===== src/rtl/uart_rx_work_loader.sv =====
// Frames the UART byte stream (sync, payload, 8-bit checksum) into a held work payload.
// Result pulses 1 cycle after the checksum byte; no backpressure, bytes are taken as they arrive.
module uart_rx_work_loader #(
  parameter int          PAYLOAD_BYTES  = 44,
  parameter logic [7:0]  SYNC_BYTE      = 8'hA5,
  parameter int          TIMEOUT_CYCLES = 4096
) (
  input  logic                       clk,
  input  logic                       reset_n,
  input  logic                       rx_flag,
  input  logic [7:0]                 rx_byte,
  output logic [PAYLOAD_BYTES*8-1:0] work_data,
  output logic                       work_valid,
  output logic                       err_checksum,
  output logic                       err_timeout,
  output logic                       busy
);

  localparam int W  = PAYLOAD_BYTES * 8;
  localparam int CW = $clog2(PAYLOAD_BYTES + 1);

  typedef enum logic [1:0] {ST_IDLE, ST_PAYLOAD, ST_CHECKSUM} state_e;

  state_e          state_q, state_d;
  logic [W-1:0]    shift_q, shift_d;
  logic [W-1:0]    work_data_q, work_data_d;
  logic [CW-1:0]   cnt_q, cnt_d;
  logic [7:0]      sum_q, sum_d;
  logic [15:0]     tmo_q, tmo_d;
  logic            work_valid_q, work_valid_d;
  logic            err_chk_q, err_chk_d;
  logic            err_tmo_q, err_tmo_d;

  logic [7:0]      final_sum;
  logic            last_byte;
  logic            tmo_hit;
  logic            sync_seen;

  assign final_sum = sum_q + rx_byte;
  assign last_byte = (cnt_q == CW'(PAYLOAD_BYTES - 1));
  assign sync_seen = rx_flag && (rx_byte == SYNC_BYTE);
  // Fires on the cycle the counter would step onto TIMEOUT_CYCLES-1; a byte that same cycle wins.
  assign tmo_hit   = (state_q != ST_IDLE) && !rx_flag && (tmo_q == 16'(TIMEOUT_CYCLES - 2));

  always_ff @(posedge clk or negedge reset_n) begin
    if (!reset_n) begin
      state_q <= ST_IDLE;
    end else begin
      state_q <= state_d;
    end
  end

  always_comb begin
    state_d = state_q;
    case (state_q)
      ST_IDLE: begin
        if (sync_seen) state_d = ST_PAYLOAD;
      end
      ST_PAYLOAD: begin
        if (rx_flag && last_byte) state_d = ST_CHECKSUM;
        else if (tmo_hit)         state_d = ST_IDLE;
      end
      ST_CHECKSUM: begin
        if (rx_flag || tmo_hit) state_d = ST_IDLE;
      end
      default: state_d = ST_IDLE;
    endcase
  end

  always_comb begin
    shift_d      = shift_q;
    cnt_d        = cnt_q;
    sum_d        = sum_q;
    work_data_d  = work_data_q;
    work_valid_d = 1'b0;
    err_chk_d    = 1'b0;
    err_tmo_d    = 1'b0;
    tmo_d        = (state_q == ST_IDLE || rx_flag) ? 16'd0 : tmo_q + 16'd1;
    case (state_q)
      ST_IDLE: begin
        if (sync_seen) begin
          cnt_d = '0;
          sum_d = 8'd0;
        end
      end
      ST_PAYLOAD: begin
        if (rx_flag) begin
          shift_d = (shift_q << 8) | W'(rx_byte);
          sum_d   = final_sum;
          cnt_d   = cnt_q + CW'(1);
        end else begin
          err_tmo_d = tmo_hit;
        end
      end
      ST_CHECKSUM: begin
        if (rx_flag) begin
          if (final_sum == 8'd0) begin
            work_data_d  = shift_q;
            work_valid_d = 1'b1;
          end else begin
            err_chk_d = 1'b1;
          end
        end else begin
          err_tmo_d = tmo_hit;
        end
      end
      default: ;
    endcase
  end

  always_ff @(posedge clk or negedge reset_n) begin
    if (!reset_n) begin
      shift_q      <= '0;
      work_data_q  <= '0;
      cnt_q        <= '0;
      sum_q        <= 8'd0;
      tmo_q        <= 16'd0;
      work_valid_q <= 1'b0;
      err_chk_q    <= 1'b0;
      err_tmo_q    <= 1'b0;
    end else begin
      shift_q      <= shift_d;
      work_data_q  <= work_data_d;
      cnt_q        <= cnt_d;
      sum_q        <= sum_d;
      tmo_q        <= tmo_d;
      work_valid_q <= work_valid_d;
      err_chk_q    <= err_chk_d;
      err_tmo_q    <= err_tmo_d;
    end
  end

  assign work_data    = work_data_q;
  assign work_valid   = work_valid_q;
  assign err_checksum = err_chk_q;
  assign err_timeout  = err_tmo_q;
  assign busy         = (state_q != ST_IDLE);

endmodule

===== config.mk =====
export PLATFORM = sky130hd
export DESIGN_NAME = uart_rx_work_loader
export DESIGN_NICKNAME = d
export VERILOG_FILES = /design/src/rtl/uart_rx_work_loader.sv
export SDC_FILE = /design/constraint.sdc
export NUM_CORES = 1
export LEC_CHECK = 0
export ABC_AREA = 0
export BUFFER_PORTS_ARGS = -buffer_cell sky130_fd_sc_hd__buf_4
export CAP_MARGIN = 30
export CORE_MARGIN = 3
export CORE_UTILIZATION = 50
export CTS_BUF_LIST = sky130_fd_sc_hd__clkbuf_8
export DETAILED_ROUTE_END_ITERATION = 10
export PLACE_DENSITY = 0.7
export SLEW_MARGIN = 30
export SYNTH_ARGS = -nofsm -noshare
export SYNTH_HDL_FRONTEND = slang
export SYNTH_SLANG_ARGS = --single-unit

===== constraint.sdc =====
create_clock -name clk -period 4 [get_ports clk]
set_input_delay 0.4 -clock clk [delete_from_list [all_inputs] [get_ports clk]]
set_output_delay 0.4 -clock clk [all_outputs]
set_load 0.01 [all_outputs]

* After elaboration in Yosys (flattened, before gate mapping)
Index checks and enable logic that the tools add are counted.
Word-level totals: input port bits 11, word-level logic and storage cells 58, flip-flop bits (word level) 739, output and inout port bits 356
Cells by class: $add $sub $neg 3, reductions and logical operators 16, bitwise logic cells 1, equal/unequal tests 9, multiplexer cells 20
Operators with widths (count):
- 352-bit by 8-bit OR with 352-bit output | 1
- 16-bit by 1-bit adder with 16-bit output, second input constant | 1
- 16-bit by 12-bit equality test with 1-bit output, second input constant | 1
- 16-bit two-way mux | 1
- 8-bit two-way mux | 2
- 8-bit one-hot mux with 2 select lines | 1
- 6-bit two-way mux | 2
- 6-bit one-hot mux with 2 select lines | 1
- 3-bit AND reduction | 3
- 8-bit adder | 1
- 8-bit equality test, second input constant | 1
- 8-bit zero test | 1
- 1-bit two-way mux | 8
- 2-bit two-way mux | 4
- 6-bit by 1-bit adder with 6-bit output, second input constant | 1
- 6-bit equality test, second input constant | 1
- 2-bit inequality test, second input constant | 3
- 2-bit one-hot mux with 3 select lines | 1
- 1-bit logical AND | 4
- 2-bit nonzero test | 2
- 3-bit inequality test, second input constant | 1
- 2-bit by 1-bit equality test with 1-bit output, second input constant | 1
- 2-bit equality test, second input constant | 1
- 2-bit zero test | 1
- other kinds (4) | 5

* Logic depth before layout (Yosys ltp)
depth in word-level cells 6, depth in mapped cells 11, gate-level depth less buffers 8

* Worst setup path after synthesis
OpenSTA, ideal clock, no wires.
path kind input to register, from input port rx_byte[0], to register work_data_q[100] (netlist: work_data[100]), stages on the path 10, library setup time 0.125 ns, setup slack 0.778 ns, required time 3.875 ns, buffers on the path 3, arrival time 3.097 ns, cell sequence ha_1 > fa_1 > xor2_1 > or3_1 > or3_1 > or4b_1 > buf_2 > buf_6 > buf_6 > mux2_4
Between the ends: word-level cells in the longest chain between the ends 3
RTL lines:
- start, declared | line 11 | input logic [7:0] rx_byte,
- 8-bit adder | line 39 | assign final_sum = sum_q + rx_byte;
- 8-bit zero test | line 97 | if (final_sum == 8'd0) begin
- 3-bit AND reduction (no line)
- end signal, assigned | line 123 | work_data_q <= work_data_d;
- end, declared | line 26 | logic [W-1:0] work_data_q, work_data_d;
Every way passes these cells. A chain may end at the register's enable or synchronous reset.

* Worst setup path after layout
from input port rx_byte[0], to register work_data_q[273] (netlist: work_data[273])
Same word-level chain as after synthesis.

==> impl_metrics.yaml <==
placement:
  portBuffers: 366
  dp_slack_ps: 235
  place_congestion: 0.800
  dpl.hpwl_um: 40400
floorplanning:
  rows: 87
  dieArea_um2: 61200
  die_y_um: 247
  ios: 367
  start_util_pct: 51.1
  die_x_um: 247
  coreArea_um2: 57000
run:
  maxCapViolCount: 0
hold_path:
  hold_path_class: "in -> reg"
  min_from: "rx_flag"
setup_path:
  critPathCaptureType: "flop"
  path_cells: "dlygate4sd3_1 -> buf_4 -> ha_1 -> fa_1 -> xor2_1 -> or3_1 -> or3_1 -> or4b_4 -> buf_12 -> mux2_4"
  timing.rr.start: "sum_q[0]"
  cp-start-kind: "input pin"
  crit_top_cell: "or3_1"
  cpMaxStageDelayCell: "or4b_4"
  critical-path-max-stage-delay_ps: 790
  crit_fanout: 56
  path_class: "in -> reg"
  critPathTopFamily: "simple AND/OR/NAND/NOR gates"
  startpoint: "rx_byte[0]"
  critPathBufInv: 3
  crit_required_ps: 4580
  crit_arrival_ps: 4230
route:
  drt_iter0_drc: 561
  drtPass1Iterations: 4
  postRouteAntennaNets: 0
  viasPerCell: 5.17
  vias: 15500
  route.final.wire_length_um: 59900
  drc: 0
  wl_per_cell_um: 19.9
pwr:
  p_total_mw: 14.3
  p_leak_nw: 19.6
  powerDensity_nw_per_um2: 404
  vdd_drop_max_uv: 272
yosys:
  synthArstFlopShare_pct: 100
  yosys_warnings: 0
  ys.flop_type: "dfrtp_1"
  yosys_register_bits: 739
  synth_area_um2: 29100
  synth.distinct_cells: 41
  yosysSeqAreaShare_pct: 63.5
  synthesis.instances: 1697
  syn_nets: 1722
  syn_avg_cell_area_um2: 17.2
  synth_edf_count: 0
sta:
  grt_setup_unrepaired: "no"
  worst_slew_pin_slew_ps: 948
  fin_crit_sh_pct: 91.3
  setup_violations: 0
  fin_tns_setup_ps: 0
  hold_viol: 0
  worst_slack_ps: 350
  post-route-min-period_ps: 3650
  fmax_mhz: 274
  worst_clock_skew_ps: 30.2
  report.final.slew_viol_count: 0
  max-slew-margin-rel_pct: 36.4
grt:
  grtUsageTotal_pct: 19.8
  grt-ovfl-total: 0
  first_global_vias: 16800
  grt_pass1_wl_um: 95900
  antenna_found_initial: 1
  grt_max_degree: 97
clocking:
  htree_levels: 3
  cts.sinks: 739
  cts_made_buffers: 117
  clockRootBuffer: "clkbuf_8"
  clock_path_buffers: 3
  post_cts_buffers: 0
  cts_tree: "built"
  insertion_delay_ps: 710
  clkTransAtPathRegs_ps: 60
finish:
  n_fill_cell: 4254
  drive_above_1_share_pct: 57.2
  multi_input_area_um2: 10100
  finalNetCount: 2182
  area_delta_synth_final_pct: 21.2
  seqCellArea_um2: 18500
status:
  status: "complete, no violations"
==> path summary, 6_finish.rpt <==
path	end	slack [ps]	cells after the start
max reg2reg	work_data[273]	370	8
min in group asynchronous	work_data[308]	320	2
min reg2reg	work_data[48]	500	1
min	err_checksum	100	3
max in group asynchronous	shift_q[350]	2530	4
max	work_data[273]	350	10
==> where the power goes <==
| part | total, mW | switching [mW] | internal, mW |
|---|---|---|---|
| registers | 7.61 | 0.0579 | 7.55 |
| clock network | 6.21 | 2.89 | 3.32 |
| logic | 0.438 | 0.274 | 0.165 |
==> placed cells by master (no fill, tap or decap), types with 4 or more instances in the layout <==
master	n
xnor2_1	7
a22o_1	4
mux2_4	280
nor3_1	4
clkinv_2	12
dfrtp_1	739
o21ai_0	10
dlygate4sd3_1	9
a21oi_1	9
mux2_2	426
buf_4	392
nor3b_1	4
inv_1	56
clkbuf_8	145
nand4_1	5
nand2_1	20
or3_1	5
ha_1	13
nand3_1	12
buf_12	20
nor2_1	29
xor2_1	13
==> state kept, by name, indices dropped and copies added (netlist names) <==
register      cells
shift_q         352
work_data       352
tmo_q            16
sum_q             8
cnt_q             6
state_q           2
err_checksum      1
err_timeout       1
work_valid        1
==> stage by stage <==
stage	cell area [um^2]	hold slack, ps	instances	utilization (%)
after floorplan	29100	104	1697	-
after global placement	32900	482	2785	57.7
after detailed placement	32900	488	2785	57.7
after CTS	35300	30.1	3005	61.9
after global routing	35300	100	3006	61.9
final	35300	104	3006	61.9
==> cell type report <==
cell class                 count  area share (%)
tap                          756            2.68
multi-input combinational    869            28.5
timing repair buffer         422            9.76
antenna                        1         0.00709
inverter                       8          0.0850
clock buffer                 145            5.65
sequential                   739            52.4
clock inverter                66           0.918
==> tightest hold or removal path, stage by stage <==
cell     delay, ps
buf_4          150
nand2_1        110
a21oi_1         80
==> Yosys cell counts, types with 2 or more instances <==
library cell,number,share of area [%]
nand3_1,12,0.21
nand4_1,5,0.11
a21oi_1,9,0.15
and3_1,2,0.043
ha_1,13,0.56
a211oi_2,2,0.086
nor4_1,2,0.043
nor2b_1,3,0.064
or3_1,5,0.11
inv_1,8,0.10
xor2_1,13,0.39
dfrtp_1,739,63
o21ai_0,10,0.17
nor2_1,29,0.37
a22o_1,4,0.12
nor3b_1,4,0.10
buf_2,8,0.14
nand2_1,21,0.27
clkbuf_1,42,0.54
xnor2_1,7,0.21
nor4bb_1,2,0.069
buf_6,31,1.2
mux2_2,426,16
mux2_4,280,14
nor3_1,4,0.069
==> cells by family after synthesis <==
kind of cell / count (synthesis) / synth area share [%]
AOI/OAI and AO/OA: 33 / 0.752
xor gates and xnor gates: 20 / 0.601
adders and majority gates: 14 / 0.627
buffers and inverters: 89 / 1.98
DFF: 739 / 63.5
muxes: 706 / 30.9
and+or+nand+nor: 96 / 1.65
==> routing by layer <==
layer	part of all wire, %	wire [um]	global-route usage [%]
met1	44	26400	27.1
met2	48	28700	31.3
met3	5.7	3390	5.00
met4	2.3	1370	6.64
met5	0	0	0
==> repair_timing <==
item                                   4_1_cts  5_1_grt
resized for setup                            0        0
hold buffers                                 9        0
endpoints found under the hold margin       91        0
(Power assumes the default switching activity.)
